<file path="src/rtl/svetofor_pkg.sv">
// Shared types and elaboration helpers for the traffic-light time base.
package svetofor_pkg;

  typedef enum logic [1:0] {
    ST_HOLD  = 2'd0,
    ST_RUN   = 2'd1,
    ST_PAUSE = 2'd2
  } state_t;

  // Board clock cycles per half tick period; integer division truncates.
  function automatic int calc_half(input int clk_hz, input int tick_hz);
    return clk_hz / (tick_hz * 2);
  endfunction

  function automatic int calc_cnt_w(input int clk_hz, input int tick_hz);
    int half;
    half = calc_half(clk_hz, tick_hz);
    return (half < 2) ? 1 : $clog2(half);
  endfunction

endpackage

</file>
<file path="src/rtl/sync_edge.sv">
// Two-flop synchroniser for an asynchronous level, followed by a rising-edge
// detect on the synchronised signal.
module sync_edge (
  input  logic clk,
  input  logic rst_n,
  input  logic i_async,
  output logic o_edge
);

  logic r_meta;
  logic r_sync;
  logic r_prev;

  // NOTE: sequential state uses non-blocking assignments so every flop samples
  // the pre-edge value of its neighbour; blocking here would collapse the chain.
  always_ff @(posedge clk or negedge rst_n) begin
    if (!rst_n) begin
      r_meta <= 1'b0;
      r_sync <= 1'b0;
      r_prev <= 1'b0;
    end else begin
      r_meta <= i_async;
      r_sync <= r_meta;
      r_prev <= r_sync;
    end
  end

  // High for exactly one cycle per low-to-high transition of the input.
  assign o_edge = r_sync & ~r_prev;

endmodule

</file>
<file path="src/rtl/svetofor_tick_gen.sv">
// Half-second tick divider plus reset sequencer for the traffic-light
// controller, with pause (enable) and resynchronise (resync) controls.
module svetofor_tick_gen
  import svetofor_pkg::*;
#(
  parameter int CLK_HZ     = 50_000_000,
  parameter int TICK_HZ    = 2,
  parameter int HOLD_TICKS = 4
) (
  input  logic time_signal,
  input  logic reset,
  input  logic enable,
  input  logic resync,
  output logic tick_out,
  output logic tick_pulse,
  output logic svet_reset
);

  localparam int HALF   = calc_half(CLK_HZ, TICK_HZ);
  localparam int CNT_W  = calc_cnt_w(CLK_HZ, TICK_HZ);
  localparam int HOLD_W = (HOLD_TICKS < 1) ? 1 : $clog2(HOLD_TICKS + 1);

  localparam logic [CNT_W-1:0]  CNT_MAX  = CNT_W'(HALF - 1);
  localparam logic [HOLD_W-1:0] HOLD_MAX = HOLD_W'(HOLD_TICKS);

  if (HALF < 2) begin : g_half_check
    $error("svetofor_tick_gen: CLK_HZ/(TICK_HZ*2) = %0d, must be at least 2", HALF);
  end

  state_t              r_state;
  logic [CNT_W-1:0]    r_cnt;
  logic [HOLD_W-1:0]   r_hold_cnt;
  logic                r_tick_out;
  logic                r_tick_pulse;
  logic                r_svet_reset;

  logic w_resync_edge;
  logic w_wrap;
  logic w_count_en;

  sync_edge u_sync_edge (
    .clk    (time_signal),
    .rst_n  (reset),
    .i_async(resync),
    .o_edge (w_resync_edge)
  );

  assign w_wrap     = (r_cnt == CNT_MAX);
  assign w_count_en = (r_state != ST_PAUSE);

  always_ff @(posedge time_signal or negedge reset) begin
    if (!reset) begin
      r_state      <= ST_HOLD;
      r_cnt        <= '0;
      r_hold_cnt   <= '0;
      r_tick_out   <= 1'b0;
      r_tick_pulse <= 1'b0;
      r_svet_reset <= 1'b0;
    end else begin
      r_tick_pulse <= 1'b0;
      if (w_resync_edge) begin
        // Resync beats everything, including a wrap landing on the same edge.
        r_state      <= ST_HOLD;
        r_cnt        <= '0;
        r_hold_cnt   <= '0;
        r_tick_out   <= 1'b0;
        r_svet_reset <= 1'b0;
      end else begin
        // RUN always advances on its last edge, so a wrap coinciding with
        // enable falling still completes before PAUSE freezes the divider.
        if (w_count_en) begin
          if (w_wrap) begin
            r_cnt        <= '0;
            r_tick_out   <= ~r_tick_out;
            r_tick_pulse <= ~r_tick_out;
          end else begin
            r_cnt <= r_cnt + CNT_W'(1);
          end
        end

        case (r_state)
          ST_HOLD: begin
            if (w_wrap && !r_tick_out && (r_hold_cnt != HOLD_MAX)) begin
              r_hold_cnt <= r_hold_cnt + HOLD_W'(1);
            end
            // Release only on a falling tick so the controller gets half a
            // tick period of reset recovery before its next rising edge.
            if (w_wrap && r_tick_out && (r_hold_cnt == HOLD_MAX)) begin
              r_svet_reset <= 1'b1;
              r_state      <= ST_RUN;
            end
          end
          ST_RUN: begin
            if (!enable) begin
              r_state <= ST_PAUSE;
            end
          end
          ST_PAUSE: begin
            if (enable) begin
              r_state <= ST_RUN;
            end
          end
          default: begin
            r_state <= ST_HOLD;
          end
        endcase
      end
    end
  end

  assign tick_out   = r_tick_out;
  assign tick_pulse = r_tick_pulse;
  assign svet_reset = r_svet_reset;

endmodule

</file>
<file path="config.mk">
export PLATFORM = sky130hd
export DESIGN_NAME = svetofor_tick_gen
export DESIGN_NICKNAME = d
export VERILOG_FILES = /design/src/rtl/svetofor_pkg.sv /design/src/rtl/sync_edge.sv /design/src/rtl/svetofor_tick_gen.sv
export SDC_FILE = /design/constraint.sdc
export NUM_CORES = 1
export LEC_CHECK = 0
export ABC_AREA = 1
export CORE_MARGIN = 2
export CORE_UTILIZATION = 47
export CTS_BUF_LIST = sky130_fd_sc_hd__clkbuf_4
export DETAILED_ROUTE_END_ITERATION = 7
export PLACE_DENSITY_LB_ADDON = 0.12
export SLEW_MARGIN = 20
export SYNTH_ARGS = -nofsm -noshare
export SYNTH_HDL_FRONTEND = slang
export SYNTH_SLANG_ARGS = --single-unit
</file>
<file path="constraint.sdc">
create_clock -name time_signal -period 1.6 [get_ports time_signal]
set_input_delay 0.16 -clock time_signal [delete_from_list [all_inputs] [get_ports time_signal]]
set_output_delay 0.16 -clock time_signal [all_outputs]
set_load 0.02 [all_outputs]
</file>
==> out/metrics.cfg <==
[drt]
vias = 1977
drc = 0
finalWirelength_um = 5190
wl_per_cell_um = 13.8
avgViaCountPerCell = 5.26
first_pass_iters = 4
first_iter_violations = 161
antenna_left = 0

[logic_synthesis]
synthFlopType = dfrtp_1
postSynthNetCount = 306
synth-seq-cells = 35
synth_edf_count = 0
async_reset_ff_share_pct = 100
ys_top_cells_by_count = nand2_1, nor2_1, dfrtp_1
ys_warn_count = 0
synth_top_cell_by_area = dfrtp_1
postSynthCellCount = 299
synth_area_per_cell_um2 = 7.34
ys_seq_area_share_pct = 39.9
synth_top_area_share_pct = 39.9
netlist_area_um2 = 2190
yosys.cell_count.top_type = nand2_1
synth.area.top_cells = dfrtp_1, nand2_1, nor2_1
yosysUniqueCellTypes = 29

[final_layout]
largest_register_ff_count = 24
fin_nets = 331
fin_area_um2 = 2540
largest-register = r_cnt
largestRegisters = r_cnt: 24 flops, r_hold_cnt: 3 flops, r_state: 2 flops
post-route-util_pct = 57.5
fin_cells = 376
diodes = 0
syn2layout_area_growth_pct = 15.7
drive_above_1_share_pct = 20.4

[sta]
drv_slew = 0
hold-worst-slack_ps = 236
slew_headroom_pct = 70.8
max_freq_mhz = 656
fin_worst_skew_ps = 11.9
finalHoldViolCount = 0
period_minus_slack_ps = 1530
setup_viol = 0
worst_pin_slew_ps = 439
finalCritPeriodShare_pct = 95.3

[clock_network]
tritoncts = done
cts_max_path_buffers = 2
htreeDepth = 2
clock_sinks = 35
clk_latency_ps = 350
numCtsBuffers = 5
clkTransAtPathRegs_ps = 120
cts_root_buffer = clkbuf_4

[critical_path]
cp_slowest_cell = clkdlybuf4s50_1
cp.arrival_ps = 1370
cp.required_ps = 1440
path_cells = clkdlybuf4s50_1
crit_buf_inv = 1
cp-end-kind = primary output
path_class = reg -> out
cp-start-kind = register
cp_top_family = buffers and inverters
cp_max_fo = 3
slowest_delay_ps = 610

[place]
dp_cells = 367
portBuffers = 6
placed_cell_area_um2 = 2410
dp_hpwl_um = 4000
place.gp.congestion = 0.888

[global_route]
antenna_found_initial = 0
grt_pass1_wl_um = 8960
grt.total_usage_pct = 22.7
grt_max_degree = 19
grt_pass1_vias = 1817
grt_overflow_total = 0

[hold_path]
worstHoldPathType = in -> reg

[die]
die_y_um = 72.3
coreArea_um2 = 4410
die_w_um = 72.3
rows = 24
dieArea_um2 = 5230
ios = 7
start_util_pct = 49.7

[status]
status = finished, final reports clean

[pwr]
leakage_nw = 1.12
p_per_area_nw_per_um2 = 938
max-vdd-ir-drop_mv = 0.778

[job]
max_cap_viol_count = 0

what timing repair did:
action	in CTS	in global routing
hold buffers	1	0
setup endpoints to repair	0	25
endpoints found under the hold margin	17	0
setup buffers	0	1
gates resized for setup	0	12
routing by layer:
metal / vias up / global-route usage, % / wire, um / share of wire (%)
li1: 1009 / - / - / -
met1: 901 / 32.9 / 2550 / 49
met2: 51 / 33.6 / 2250 / 43
met3: 16 / 5.28 / 282 / 5.4
met4: 0 / 6.92 / 110 / 2.1
met5: - / 0 / 0 / 0
path summary, 6_finish.rpt:
check | startpoint | to | slack (ps) | cells past startpoint
worst max-delay path | tick_out | tick_out | 70 | 1
worst min-delay path | resync | u_sync_edge.r_meta | 240 | 1
worst max register to register | r_cnt[5] | r_cnt[13] | 120 | 8
worst min register to register | u_sync_edge.r_meta | u_sync_edge.r_sync | 370 | 0
max in group asynchronous | reset | r_cnt[18] | 860 | 3
min in group asynchronous | reset | r_cnt[3] | 270 | 2
cell families after synthesis:
family          Yosys count  synth area share, %
simple gates            198                 44.3
buf+inv                  35                 6.56
flops                    35                 39.9
compound gates           24                 5.93
xor+xnor                  4                 1.60
fa+ha+maj                 3                 1.71
cell usage in the layout, fill, tap and decap left out, drive strengths merged, types with 2 or more instances in the layout:
master         instances
dfrtp                 35
inv                   32
nor3                  15
ha                     3
nor2                  62
o21ai                 10
clkbuf                 5
xnor2                  2
nand2                 91
buf                   14
clkdlybuf4s50          5
nor4                   3
nand3                 20
a21oi                 12
nand4                  7
xor2                   2
power breakdown:
part	switching [mW]	internal [mW]	total, mW	leakage [nW]
Sequential	0.120	0.990	1.11	0.461
Clock	0.318	0.320	0.638	0.0373
Combinational	0.375	0.258	0.633	0.625
metrics by stage:
| step | power [mW] | worst slack (ps) | TNS, ps |
|---|---|---|---|
| after CTS | 2.34 | 29.0 | 0 |
| final | 2.38 | 74.8 | 0 |
| after floorplan | 1.52 | 258 | 0 |
| after global routing | 2.56 | -3.24 | -3.63 |
| after detailed placement | 1.69 | 55.4 | 0 |
| after global placement | 1.68 | 79.2 | 0 |
final cells by class:
| cell class | count | area, um2 |
|---|---|---|
| repair buffers | 20 | 175 |
| clock inverters | 2 | 37.5 |
| multi-input cells | 229 | 1210 |
| well taps | 52 | 65.1 |
| clock buffers | 5 | 37.5 |
| inverters | 33 | 134 |
| fillers | 421 | 1880 |
| flip-flops and latches | 35 | 883 |
No activity file was read; power rests on OpenSTA's default activity.
==> RTL edit 1: new RTL, same settings <==
Set the parameter `CLK_HZ` to 200_000_000 (it was 50_000_000).
--- a/src/rtl/svetofor_tick_gen.sv
+++ b/src/rtl/svetofor_tick_gen.sv
@@ -4,5 +4,5 @@
   import svetofor_pkg::*;
 #(
-  parameter int CLK_HZ     = 50_000_000,
+  parameter int CLK_HZ     = 200_000_000,
   parameter int TICK_HZ    = 2,
   parameter int HOLD_TICKS = 4
Check against the original RTL: same outputs for any inputs over 10 cycles, from zero or initial values and one cycle with reset low; that may be too few to reach the edited logic, so the function may still have changed.
==> RTL edit 1 against the unedited design <==
The flow now finishes with violations (negative setup slack); power decreased by 4.8%; design area increased by 8.7%; non-clock buffer count grew 15; sequential cell count increased by 2; hold slack better by 0.0071 ns; combinational power rose by 9.3%; routed wire length rose by 1.1%; fmax decreased by 7.6%; critical endpoint is now r_cnt[16]; synthesized area increased by 0.91%; worst setup slack worse by 0.13 ns; largest power group unchanged.
==> RTL edit 1: results (changes against the unedited design) <==
* Status: finished with violations
* Failing checks: negative setup slack
* Placed cell areas at 2450 µm² (+1.8%)
* Synth Net Count at 297 (-2.9%)
* Routed WL per cell at 13.7 µm (-0.51%)
* Post-Syn Instances at 290 (-3.0%)
* Leak pwr at 1.31 nW (+16%)
* Fraction of layout cells with a size suffix above 1 at 29.7% (+9.3 points)
* Iter 0 DRT Violations at 85 (-47%)
* Final Skew at 0.0162 ns (+0.00423 ns)
* Max VDD drop at 0.000577 V (-26%)
* Gates resized, CTS repair at 1 (+1)
* Final setup viols at 14 (+14)
* Top Registers: r_cnt: 26 flops, r_hold_cnt: 3 flops, r_state: 2 flops
* Tightest Pin Transition at 0.468 ns (+0.0293 ns)
* Sw Pwr at 0.000778 W (-4.3%)
* Post-synthesis cell type count at 33 (+14%)
* Vias in the first global route at 1853 (+2.0%)
* RePlAce Congestion at 0.879 (-1.0%)
* Final setup margin at -0.0507 ns (-0.126 ns)
* Critical Path Fanout Max at 8 (+5)
* Fillcell total at 408 (-3.1%)
* Synth top cells by count: 79 x nand2_1, 37 x dfrtp_1, 36 x nor2_1
* Placed instance count at 363 (-1.1%)
* Overall Global Routing Usage at 21.0% (-1.7 points)
-- RTL edit 1: changes by cell type in the layout (fill, tap and decap cells not counted), sizes merged, moves of 3 or more --
cell   unedited run  this run
a21oi            12         9
buf              14        29
inv              32        35
nand2            91        88
nand3            20        15
nor2             62        53
nor3             15        10
xor2              2         5
-- RTL edit 1: metal layers --
layer | wire [µm] | part of all wire (%) | global-route usage (%)
met5 | 0 | 0 | 0
met1 | 2360 | 45 | 27.8
met3 | 208 | 4.0 | 4.14
met2 | 2620 | 50 | 35.1
met4 | 61 | 1.2 | 5.76
-- RTL edit 1: metrics by stage --
step	setup TNS [ns]	total power, W
after detailed placement	0	0.00174
after floorplan	0	0.00154
after global placement	0	0.00172
after global routing	-2.26	0.00245
final	-0.361	0.00227
after CTS	0	0.00220
-- RTL edit 1: cell type report --
| type | count | area (µm²) | area share (%) |
|---|---|---|---|
| multi-input combinational | 215 | 1260 | 45.6 |
| timing repair inverter | 1 | 16.3 | 0.590 |
| timing repair buffer | 35 | 300 | 10.9 |
| inverter | 36 | 148 | 5.35 |
| clock inverter | 1 | 5.00 | 0.181 |
| clock buffer | 5 | 37.5 | 1.36 |
| sequential | 37 | 928 | 33.7 |
| tap | 52 | 65.1 | 2.36 |
-- RTL edit 1: power by group through the flow --
| stage | Clock (W) | Combinational, W | Sequential [W] |
|---|---|---|---|
| 2_1_floorplan | 0 | 0.000380 | 0.00116 |
| 3_3_place_gp | 0 | 0.000580 | 0.00114 |
| 3_5_place_dp | 0 | 0.000596 | 0.00115 |
| 4_1_cts | 0.000468 | 0.000601 | 0.00113 |
| 5_1_grt | 0.000497 | 0.000804 | 0.00114 |
| 6_report | 0.000444 | 0.000692 | 0.00113 |
-- RTL edit 1: path summary, 6_finish.rpt --
path	startpoint	to	slack, ns	cells after the start
worst min-delay path	resync	u_sync_edge.r_meta	0.24	1
worst max register to register	r_cnt[1]	r_cnt[16]	-0.05	10
min in group asynchronous	reset	r_cnt[20]	0.37	3
max in group asynchronous	reset	r_cnt[9]	0.87	3
worst max-delay path	r_cnt[1]	r_cnt[16]	-0.05	10
worst min register to register	u_sync_edge.r_meta	u_sync_edge.r_sync	0.37	0
-- RTL edit 1: worst max-delay path, cell delays in order (launching register included) --
cell and delay [ns]:
dfrtp_1 0.37, ha_2 0.19, nand2_2 0.08, nor2_4 0.18, inv_2 0.08, nor2_4 0.11, nand2_2 0.07, nand2_4 0.11
nand2_8 0.09, buf_12 0.17, o211a_1 0.11
-- RTL edit 1: logic make-up after synthesis --
| group | Yosys count | synth area share [%] |
|---|---|---|
| xor+xnor | 5 | 1.98 |
| compound gates | 25 | 6.50 |
| buf+inv | 38 | 7.35 |
| fa+ha+maj | 3 | 1.70 |
| flops | 37 | 41.8 |
| simple gates | 182 | 40.6 |
==> RTL edit 2: new RTL, config.mk and constraints unchanged <==
Made on the original files. The 3 states of `state_t` get a one-hot encoding in 3 bits.
--- a/src/rtl/svetofor_pkg.sv
+++ b/src/rtl/svetofor_pkg.sv
@@ -2,8 +2,8 @@
 package svetofor_pkg;
 
-  typedef enum logic [1:0] {
-    ST_HOLD  = 2'd0,
-    ST_RUN   = 2'd1,
-    ST_PAUSE = 2'd2
+  typedef enum logic [2:0] {
+    ST_HOLD  = 3'b001,
+    ST_RUN   = 3'b010,
+    ST_PAUSE = 3'b100
   } state_t;
 
Check against the original RTL: no difference found for any inputs over 10 cycles, from zero or initial values and one cycle with reset low; not proved beyond that.
==> RTL edit 2 against the unedited design <==
Synthesized area up 4.6%; design area up 5.2%; non-clock buffer count up 1; cell count up 15%; combinational power down 18%; worst setup slack worse by 0.018 ns; die area up 4.3%; power down 2.1%; utilization down 0.95 points; routed wire length up 12%; sequential cell count up 1; largest power group unchanged.
==> RTL edit 2: results (changes against the unedited design) <==
* Status: finished clean
* Synth Area in Adders at 1.64% (-0.075 points)
* Pre-CTS WS at 0.0124 ns (-0.0429 ns)
* Leak pwr at 1.20 nW (+6.5%)
* CP arrival at 1.79 ns (+0.42 ns)
* Clock Latency Late Sink at 0.35 ns (about the same)
* Fraction of layout cells with a size suffix above 1 at 17.3% (-3.1 points)
* Global-route wire length before repair at 9670 µm (+7.8%)
* Overall Global Routing Usage at 23.3% (+0.63 points)
* Register area share after synthesis at 39.3% (-0.60 points)
* Post-synthesis cell type count at 30 (+3.4%)
* Non-Filler Instances at 432 (+15%)
* Pin count of the biggest net entering global routing at 37 (+18)
* Top Registers: r_cnt: 24 flops, r_hold_cnt: 3 flops, r_state: 3 flops
* Iter 0 DRT Violations at 203 (+26%)
* Area contributors post-synth: dfrtp_1 38%, nand2_1 17%, nor2_1 10%
* Max VDD drop at 0.000718 V (-7.7%)
* Placed instance count at 421 (+15%)
* Final setup margin at 0.0569 ns (-0.0179 ns)
* Synth Net Count at 347 (+13%)
* Worst hold slack at 0.226 ns (-0.0105 ns)
* Fillcell total at 451 (+7.1%)
* Drt via density at 5.18 (-1.6%)
* Dpl hpwl at 4270 µm (+6.7%)
* HP Class: input pin to register
* DRT Pass-1 Iters at 5 (+1)
* Area of the multi-input gates at 1260 µm² (+4.6%)
* Main synth FF type: dfrtp_1
* Post-Route WL at 5830 µm (+12%)
* Port Buf Inserts at 6 (unchanged)
* Nets at 371 (+12%)
* Vias in the first global route at 2028 (+12%)
* Compound-Gate Fraction of Synth Area at 5.95% (+0.014 points)
* Post-synthesis mux area share at 0% (unchanged)
* Clock root buffer: clkbuf_4
* Critical Path Fanout Max at 5 (+2)
* Placed cell areas at 2500 µm² (+4.1%)
* Post-Syn Instances at 340 (+14%)
* Tightest Pin Transition at 0.468 ns (+0.0293 ns)
* RePlAce Congestion at 0.953 (+7.4%)
* Inserted Diodes at 0 (unchanged)
* CTS max path bufs at 2 (unchanged)
* Synth top cells by count: 101 x nand2_1, 63 x nor2_1, 40 x inv_1
* Clk slew on worst S/H paths at ~0.13 ns
* CP top delay family: simple AND/OR/NAND/NOR gates
* Slowest stage delay, CP at 0.45 ns (-0.16 ns)
* Final Skew at 0.0106 ns (-0.00134 ns)
* Critical path's slowest cell: dfrtp_1
* Asr flop ratio synth at 100% (unchanged)
* Maximum level of the CTS H-tree at 2 (unchanged)
* XOR/XNOR share of the synthesized area at 1.91% (+0.31 points)
* Synth warn at 0 (unchanged)
RTL edit 2: cell types whose count changed after synthesis, sizes merged, moves of 5 or more:
cell and delta:
nand3 +9, nor2 +5, inv +11, nand2 +17, a21oi -8, nor3 -7, o21ai +8
RTL edit 2: cells by family (layout without fill, tap and decap cells):
logic type               count (synthesis)  after routing
flip-flops                              36             36
adder cells (fa/ha/maj)                  3              3
AO/OA/AOI/OAI                           23             24
buffers and inverters                   49             73
XOR/XNOR                                 5              5
AND/OR/NAND/NOR                        224            224
RTL edit 2: path summary, 6_finish.rpt:
path / startpoint / endpoint / cells after the start
max: r_cnt[12] / r_cnt[5] / 7
min: resync / u_sync_edge.r_meta / 1
max reg2reg: r_cnt[12] / r_cnt[5] / 7
min reg2reg: u_sync_edge.r_meta / u_sync_edge.r_sync / 0
max in group asynchronous: reset / r_cnt[19] / 3
min in group asynchronous: reset / r_cnt[9] / 3
RTL edit 2: cell type report:
type	count	share of cell area (%)
clock inverters	3	1.73
multi-input cells	256	47.2
flip-flops and latches	36	34.0
clock buffers	5	1.41
well taps	67	3.14
inverters	44	6.18
repair buffers	21	6.37
RTL edit 2: report_power, final:
group          switching, W  total (W)  internal [W]
sequential         0.000102    0.00113       0.00102
clock              0.000352   0.000686      0.000334
combinational      0.000302   0.000518      0.000217
RTL edit 2: what timing repair did:
item | 4_1_cts | 5_1_grt
hold buffers | 1 | 0
buffers inserted | 0 | 1
pin swaps | 0 | 4
hold endpoints to repair | 35 | 0
setup endpoints to repair | 2 | 29
resized for setup | 2 | 16
cloned | 0 | 1
RTL edit 2: metal layers:
metal	part of all wire, %	GRT usage, %	vias to the layer above
met1	46	32.3	1030
li1	-	-	1113
met2	47	38.1	77
met4	2.0	5.45	0
met5	0	0	-
met3	5.2	3.70	16
